==> src/rtl/vga_ctrl.sv <==
// VGA 640x480@60Hz timing generator: free-running h/v counters, active-low syncs,
// one-cycle-early pixel requests and visible-area gating of the returned pixel.
module vga_ctrl #(
    parameter int H_SYNC  = 96,
    parameter int H_BACK  = 48,
    parameter int H_VALID = 640,
    parameter int H_FRONT = 16,
    parameter int H_TOTAL = H_SYNC + H_BACK + H_VALID + H_FRONT,
    parameter int V_SYNC  = 2,
    parameter int V_BACK  = 33,
    parameter int V_VALID = 480,
    parameter int V_FRONT = 10,
    parameter int V_TOTAL = V_SYNC + V_BACK + V_VALID + V_FRONT,
    parameter int DATA_W  = 16
) (
    input  logic              vga_clk,
    input  logic              rst_n,
    input  logic [DATA_W-1:0] pic_data,
    output logic [9:0]        pic_x,
    output logic [9:0]        pic_y,
    output logic              hsync,
    output logic              vsync,
    output logic              rgb_valid,
    output logic [DATA_W-1:0] rgb,
    output logic              frame_start
);

    localparam logic [9:0] H_LAST   = 10'(H_TOTAL - 1);
    localparam logic [9:0] V_LAST   = 10'(V_TOTAL - 1);
    localparam logic [9:0] H_SYNC_C = 10'(H_SYNC);
    localparam logic [9:0] V_SYNC_C = 10'(V_SYNC);
    localparam logic [9:0] HS       = 10'(H_SYNC + H_BACK);
    localparam logic [9:0] HE       = 10'(H_SYNC + H_BACK + H_VALID);
    localparam logic [9:0] VS       = 10'(V_SYNC + V_BACK);
    localparam logic [9:0] VE       = 10'(V_SYNC + V_BACK + V_VALID);
    // Request window leads the visible window by one pixel clock.
    localparam logic [9:0] REQ_LO   = 10'(H_SYNC + H_BACK - 1);
    localparam logic [9:0] REQ_HI   = 10'(H_SYNC + H_BACK + H_VALID - 1);

    logic [9:0] h_cnt;
    logic [9:0] v_cnt;
    logic       v_act;
    logic       pic_req;

    always_ff @(posedge vga_clk or negedge rst_n) begin
        if (!rst_n) begin
            h_cnt <= '0;
            v_cnt <= '0;
        end else if (h_cnt == H_LAST) begin
            h_cnt <= '0;
            v_cnt <= (v_cnt == V_LAST) ? 10'd0 : v_cnt + 10'd1;
        end else begin
            h_cnt <= h_cnt + 10'd1;
        end
    end

    assign hsync     = (h_cnt >= H_SYNC_C);
    assign vsync     = (v_cnt >= V_SYNC_C);
    assign v_act     = (v_cnt >= VS) && (v_cnt < VE);
    assign rgb_valid = (h_cnt >= HS) && (h_cnt < HE) && v_act;
    assign pic_req   = (h_cnt >= REQ_LO) && (h_cnt < REQ_HI) && v_act;

    assign pic_x = pic_req ? (h_cnt - REQ_LO) : 10'h3FF;
    assign pic_y = pic_req ? (v_cnt - VS)     : 10'h3FF;

    assign rgb         = rgb_valid ? pic_data : '0;
    assign frame_start = (h_cnt == 10'd0) && (v_cnt == 10'd0) && rst_n;

endmodule

==> config.mk <==
export PLATFORM = sky130hd
export DESIGN_NAME = vga_ctrl
export DESIGN_NICKNAME = d
export VERILOG_FILES = /design/src/rtl/vga_ctrl.sv
export SDC_FILE = /design/constraint.sdc
export NUM_CORES = 1
export LEC_CHECK = 0
export BUFFER_PORTS_ARGS = -buffer_cell sky130_fd_sc_hd__buf_2
export CORE_ASPECT_RATIO = 1.1
export CORE_MARGIN = 5
export CORE_UTILIZATION = 52
export DETAILED_ROUTE_END_ITERATION = 10
export GPL_ROUTABILITY_DRIVEN = 0
export PLACE_DENSITY_LB_ADDON = 0.25
export SYNTH_ARGS = -nofsm -noshare
export SYNTH_HDL_FRONTEND = slang
export SYNTH_SLANG_ARGS = --single-unit
==> constraint.sdc <==
create_clock -name vga_clk -period 7.1 [get_ports vga_clk]
set_input_delay 0.71 -clock vga_clk [delete_from_list [all_inputs] [get_ports vga_clk]]
set_output_delay 0.71 -clock vga_clk [all_outputs]
set_load 0.03 [all_outputs]
* Word level (Yosys, flattened, before mapping)
Index checks and enable logic that the tools add are counted.
Cells by class: add/sub/neg operators 4, order comparisons 8, eq/ne operators 2, muxes and demuxes 5, reductions and logical operators 9
Operators with widths (count):
- two-way mux 10 bit | 4
- less-than comparator 10 bit (second input constant) | 3
- adder 10 x 1 -> 10 bit (second input constant) | 2
- equality test 10 bit (second input constant) | 2
- greater-or-equal comparator 10 x 8 -> 1 bit (second input constant) | 2
- zero test 10 bit | 2
- two-way mux 16 bit | 1
- greater-or-equal comparator 10 x 2 -> 1 bit (second input constant) | 1
- greater-or-equal comparator 10 x 6 -> 1 bit (second input constant) | 1
- greater-or-equal comparator 10 x 7 -> 1 bit (second input constant) | 1
- subtractor 10 x 6 -> 10 bit (second input constant) | 1
- subtractor 10 x 8 -> 10 bit (second input constant) | 1
- logical AND 1 bit | 7
Storage, ports and cells: register bits 20, bits of input ports 18, output and inout bits 40, logic and storage cells 30

* Logic depth before layout (Yosys ltp)
Gate-level depths: netlist of the first run.
depth in word-level cells 4, gate-level depth with buffers 8, depth with buffers taken out 6

* Worst setup path before layout of the first run
Ideal clock, no wire load.
path kind reg2out, start register v_cnt[1], end output rgb[10], arrival time 2604 ps, data required time 6390 ps, setup slack 3786 ps, cell stages (with the launch flop) 8, path buffers 2, cell sequence dfrtp_1 > ha_1 > buf_6 > or4_4 > nand3b_4 > a222oi_1 > buf_4 > and2_1
Between the ends: longest elaborated chain between the ends 4
Ends and longest elaborated chain:
- start, declared | RTL line 41 | logic [9:0] v_cnt;
- start signal, assigned | RTL line 51 | v_cnt <= (v_cnt == V_LAST) ? 10'd0 : v_cnt + 10'd1;
- greater-or-equal comparator 10 x 6 -> 1 bit or less-than comparator 10 bit (tied branches) | RTL line 59 | assign v_act = (v_cnt >= VS) && (v_cnt < VE);
- logical AND 1 bit (*) | RTL line 59
- logical AND 1 bit (*) | RTL line 60 | assign rgb_valid = (h_cnt >= HS) && (h_cnt < HE) && v_act;
- named net rgb_valid | RTL line 23 | output logic rgb_valid,
- two-way mux 16 bit (*) | RTL line 66 | assign rgb = rgb_valid ? pic_data : '0;
- end, declared | RTL line 24 | output logic [DATA_W-1:0] rgb,
The timed path passes the listed nets; every way through them passes the cells marked *.

* Worst setup path after layout of the first run
start register v_cnt[1], end output rgb[8]
Between the ends: longest elaborated chain between the ends 4
Ends and longest elaborated chain (RTL line):
- greater-or-equal comparator 10 x 6 -> 1 bit or less-than comparator 10 bit (tied branches) | 59
- logical AND 1 bit (*) | 59
- logical AND 1 bit (*) | 60
- two-way mux 16 bit (*) | 66
Every way passes the cells marked *; elsewhere a longest branch is shown, timed or not.

==> results.toml, run 1 <==
[global_route]
grt_pass1_wl_um = 6690
track_usage_pct = 19.3
overflow = 0
grt_max_degree = 22
antenna_found_initial = 0
grt_pass1_vias = 1433

[critical_path]
path_max_fanout = 10
crit_start = "v_cnt[1]$_DFFE_PN0P_"
criticalPathCategory = "reg2out"
path_cells = "ha_1 > or4_4 > nand3b_4 > a222oi_1 > clkbuf_2 > and2_1 > buf_2"
reg2reg_from = "h_cnt[0]$_DFF_PN0_"
endpoint = "rgb[8]"
cpMaxStageDelayCell = "a222oi_1"
worst_r2r_endpoint = "v_cnt[8]$_DFFE_PN0P_"
cp.depth = 7
crit_buf_inv = 2
crit_path_start_kind = "flip-flop"
reg2regPathDepth = 5
required_ns = 6.39
crit_family = "simple AND/OR/NAND/NOR gates"
worst-r2r-setup-slack_ns = 5.05
cp_slowest_stage_delay_ns = 0.74
critPathCaptureType = "primary output"
cp.arrival_ns = 3.20

[finish]
mostFrequentLayoutCells = "57 x buf_2, 24 x nand3_1, 20 x dfrtp_1, 18 x and2_1, 12 x xnor2_1"
antenna_cells = 0
fill_cells = 283
stdcell_area_um2 = 1920
finish.net_count = 267
layout_commonest_cell = "buf_2"
drive_above_1_share_pct = 27.6
final_cells = 277
syn2layout_area_growth_pct = 18.9

[route]
wire_per_inst_um = 14.5
vias = 1606
wl_met2_um = 1870
drcViolationCount = 0
routed_wl_um = 4010
drt_iter0_markers = 72
avgViaCountPerCell = 5.80
routed-wl-met3_um = 414
highest_layer = "met4"
drtAntennaViolNets = 0
drt_first_pass_iters = 4
m1WireLength_um = 1690

[logic_synthesis]
avgSynthCellArea_um2 = 8.19
synth_cells = 197
yosysTopAreaCell = "dfrtp_1"
syn_area_um2 = 1610
synth.distinct_cells = 45
ys_seq_area_share_pct = 31.0
ys_ff_latch = 20
ys_warn_count = 0
synthTopCellsByArea = "dfrtp_1 31%, nand3_1 7.4%, and2_1 7.0%, xnor2_1 6.5%, xor2_1 4.3%"
syn-num-nets = 220
yosysTopAreaCellShare_pct = 31.0

[timing]
finClkSkew_ns = 0.00590
setup_tns_ns = 0
min_period_ns = 3.91
drv_slew = 0
slew_headroom_pct = 46.8
worst_pin_slew_ns = 0.798
clock.fmax_mhz = 256
finalSetupViolations = 0
fin_hold_ws_ns = 0.348
rsz0062_at_grt = "no"
hold_viol = 0
finalCritPeriodShare_pct = 55.0

[floorplanning]
ioPinCount = 58
die_h_um = 68.4
coreArea_um2 = 3020
die_area_um2 = 4320
die_x_um = 63.1
start_util_pct = 53.4
fp-row-count = 21

[power]
power_density_nw_per_um2 = 96.9
p_leak_uw = 0.000933
irDropWorstVdd_v = 0.0000925

[clocking]
cts_buffer_depth = 2
ctsRootBufferMaster = "clkbuf_4"
numCtsBuffers = 3
tritoncts = "done"
htree_levels = 1
cts_setup_buffers = 0
clk_latency_ns = 0.30
cts_hold_buffers = 0
clock_sink_count = 20
cts_resized = 0
clk_pin_slew_worst_paths_ns = 0.11

[run_status]
outcome = "finished clean"

[place]
post-place-cells = 272
dp_hpwl_um = 3100
portBuffers = 57
place_area_um2 = 1880

[min_path]
min_path_type = "in2async"

[job]
cap_violations = 0
## area by class of cell
class / instances / area (µm²) / area share (%)
clock buffer: 4 / 36.3 / 1.89
sequential: 20 / 500 / 26.1
timing repair buffer: 60 / 305 / 15.9
inverter: 6 / 22.5 / 1.17
multi-input combinational: 153 / 1010 / 52.7
tap: 34 / 42.5 / 2.22
## per-layer routing
layer	vias to the layer above	global-route usage [%]
met5	-	0
met4	0	6.90
met3	4	5.75
met2	68	30.9
met1	741	24.7
li1	793	-
## cell usage after synthesis
master and instances:
nand3_1 24, dfrtp_1 20, and2_1 18, clkbuf_1 16
xnor2_1 12, nand2_1 11, nor2_1 9, o21ai_0 8
xor2_1 8, nand4_1 7, inv_1 6, and3_1 5
ha_1 5, or3_1 5, a21oi_1 4, nor3_1 4
and4_1 3, a31oi_1 2, nand3b_1 2, nor2b_1 2
o31ai_1 2, a2111o_1 1, a211oi_1 1, a21boi_0 1
a21boi_1 1, a21o_1 1, a222oi_1 1, a22oi_1 1
a2bb2oi_1 1, a41oi_1 1, and4b_1 1, buf_4 1
buf_6 1, mux2i_1 1, nand2b_1 1, nand3b_4 1
nand4b_1 1, nor3_2 1, nor4_1 1, nor4b_1 1
o2111ai_1 1, o211ai_1 1, o21a_1 1, or4_1 1
or4_4 1
## worst min-delay path by stage
stage / from / depth (start not counted) / endpoint
after detailed placement: h_cnt[0]$_DFF_PN0_ / 1 / h_cnt[0]$_DFF_PN0_
after global routing: rst_n / 1 / h_cnt[3]$_DFF_PN0_
final: rst_n / 1 / h_cnt[3]$_DFF_PN0_
after global placement: h_cnt[0]$_DFF_PN0_ / 1 / h_cnt[0]$_DFF_PN0_
after CTS: rst_n / 1 / h_cnt[3]$_DFF_PN0_
after floorplan: rst_n / 0 / h_cnt[0]$_DFF_PN0_
## metrics by stage
step | setup slack (ns) | util (%) | power, µW
floorplan | 3.79 | - | 116
global placement | 3.40 | 62.2 | 123
detailed placement | 3.30 | 62.2 | 123
CTS | 2.96 | 63.4 | 190
global route | 2.94 | 63.5 | 195
finish | 3.19 | 63.5 | 186
## state kept, by name, indices dropped and copies added, names as in the netlist
signal  count
h_cnt      10
v_cnt      10
## kinds of logic (layout without fill, tap and decap cells)
logic type / Yosys count / count (layout) / synth area share (%)
simple gates: 99 / 99 / 35.7
compound gates: 28 / 28 / 11.6
buf+inv: 24 / 70 / 6.28
xor+xnor: 20 / 20 / 10.9
flops: 20 / 20 / 31.0
fa+ha+maj: 5 / 5 / 3.88
mux: 1 / 1 / 0.620
## power breakdown
part           total, µW  internal (µW)  switching (µW)
logic               6.54           3.26            3.28
clock network       65.7           31.3            34.4
registers            114            114               0
total                186            148            37.7
Power figures use the tool's default switching activity.
==> run 2: changes to the inputs <==
--- a/config.mk
+++ b/config.mk
@@ -8,7 +8,7 @@
 export BUFFER_PORTS_ARGS = -buffer_cell sky130_fd_sc_hd__buf_2
 export CORE_ASPECT_RATIO = 1.1
 export CORE_MARGIN = 5
-export CORE_UTILIZATION = 52
+export CORE_UTILIZATION = 45
 export DETAILED_ROUTE_END_ITERATION = 10
 export GPL_ROUTABILITY_DRIVEN = 0
 export PLACE_DENSITY_LB_ADDON = 0.25
==> constraint.sdc (replaced) <==
create_clock -name vga_clk -period 3.45 [get_ports vga_clk]
set_input_delay 0.345 -clock vga_clk [delete_from_list [all_inputs] [get_ports vga_clk]]
set_output_delay 0.345 -clock vga_clk [all_outputs]
set_load 0.03 [all_outputs]
==> results.toml, run 2 (synthesis results as in run 1) <==
[timing]
clock.fmax_mhz = 322
worst_pin_slew_ns = 0.535
min_period_ns = 3.11
finalSetupViolations = 0
slew_headroom_pct = 64.4
rsz0062_at_grt = "no"
hold_viol = 0
setup_tns_ns = 0
finClkSkew_ns = 0.00152
drv_slew = 0
finalCritPeriodShare_pct = 90.1
fin_hold_ws_ns = 0.524

[clocking]
cts_buffer_depth = 2
clk_latency_ns = 0.29
clk_pin_slew_worst_paths_ns = 0.11
ctsRootBufferMaster = "clkbuf_4"
tritoncts = "done"
numCtsBuffers = 3
cts_setup_buffers = 0
htree_levels = 1
cts_resized = 0
clock_sink_count = 20

[route]
routed_wl_um = 4100
drt_iter0_markers = 93
vias = 1622
drcViolationCount = 0
wire_per_inst_um = 14.0
drt_first_pass_iters = 4
drtAntennaViolNets = 0
avgViaCountPerCell = 5.55

[floorplanning]
coreArea_um2 = 3410
start_util_pct = 47.3
die_x_um = 67.1
die_area_um2 = 4890
fp-row-count = 22
die_h_um = 72.8
ioPinCount = 58

[global_route]
overflow = 0
grt_pass1_wl_um = 6440
grt_max_degree = 22
antenna_found_initial = 0
track_usage_pct = 16.5
grt_pass1_vias = 1434

[finish]
finish.net_count = 269
antenna_cells = 0
syn2layout_area_growth_pct = 20.4
drive_above_1_share_pct = 27.5
layout_commonest_cell = "buf_2"
reg_top3 = "h_cnt x10, v_cnt x10"
mostFrequentLayoutCells = "57 x buf_2, 24 x nand3_1, 20 x dfrtp_1, 18 x and2_1, 12 x xnor2_1"

[critical_path]
crit_family = "simple AND/OR/NAND/NOR gates"
crit_buf_inv = 2
cp.depth = 7
worst-r2r-setup-slack_ns = 1.40
required_ns = 3.11
cpMaxStageDelayCell = "or4_4"
criticalPathCategory = "reg2out"
crit_path_start_kind = "flip-flop"
reg2regPathDepth = 5
path_max_fanout = 17
critPathCaptureType = "primary output"
path_cells = "ha_1 > or4_4 > nand3b_4 > a222oi_1 > buf_4 > and2_1 > buf_2"
cp_slowest_stage_delay_ns = 0.55
cp.arrival_ns = 2.76

[power]
p_leak_uw = 0.000937
power_density_nw_per_um2 = 183
irDropWorstVdd_v = 0.000188

[place]
dp_hpwl_um = 3070
portBuffers = 57

[run_status]
outcome = "finished clean"

[min_path]
min_path_type = "in2async"

[job]
cap_violations = 0
## run 2: cell count changes in the layout (fill, tap and decap cells not counted)
cell / change
clkbuf_2: -1
clkbuf_8: -1
dlygate4sd3_1: +1
buf_4: +2
## run 2: layout make-up
cell class	count	area [µm²]
Sequential cell	20	500
Fill cell	351	1470
Clock buffer	3	22.5
Inverter	6	22.5
Tap cell	48	60.1
Multi-Input combinational cell	153	1010
Timing Repair Buffer	62	325
## run 2: path summary, 6_finish.rpt
| path | startpoint | to |
|---|---|---|
| hold reg to reg | h_cnt[0]$_DFF_PN0_ | h_cnt[0]$_DFF_PN0_ |
| hold / removal | rst_n | h_cnt[8]$_DFF_PN0_ |
| setup / recovery | v_cnt[1]$_DFFE_PN0P_ | rgb[4] |
| min in group vga_clk | h_cnt[0]$_DFF_PN0_ | h_cnt[0]$_DFF_PN0_ |
| max in group asynchronous | rst_n | v_cnt[2]$_DFFE_PN0P_ |
| setup reg to reg | h_cnt[0]$_DFF_PN0_ | v_cnt[4]$_DFFE_PN0P_ |
## run 2: power by group
group / total, µW / switching (µW) / leakage (µW) / internal, µW
logic: 14.1 / 6.63 / 0.000658 / 7.45
clock network: 108 / 67.4 / 0.0000138 / 40.6
registers: 234 / 0 / 0.000265 / 234
## run 2: timing repair
action	4_1_cts	5_1_grt
hold buffers	1	0
endpoints found under the hold margin	20	0
setup endpoints to repair	0	0
## run 2: metrics by stage
stage / setup WS [ns] / power (µW) / cell area (µm²) / utilization, % / cells
floorplan: 0.501 / 239 / 1610 / - / 197
global placement: 0.748 / 253 / 1910 / 56.0 / 288
detailed placement: 0.700 / 253 / 1910 / 56.0 / 288
CTS: 0.357 / 361 / 1940 / 56.9 / 292
global route: 0.225 / 368 / 1940 / 56.9 / 292
finish: 0.343 / 356 / 1940 / 56.9 / 292
## run 2: routing by layer
metal	up-vias	share of wire (%)	wire (µm)	GRT usage (%)
met5	-	0	0	0
met4	0	0.41	17	4.95
met3	2	10	416	2.93
met2	73	43	1750	26.6
met1	755	47	1920	22.4
li1	792	-	-	-
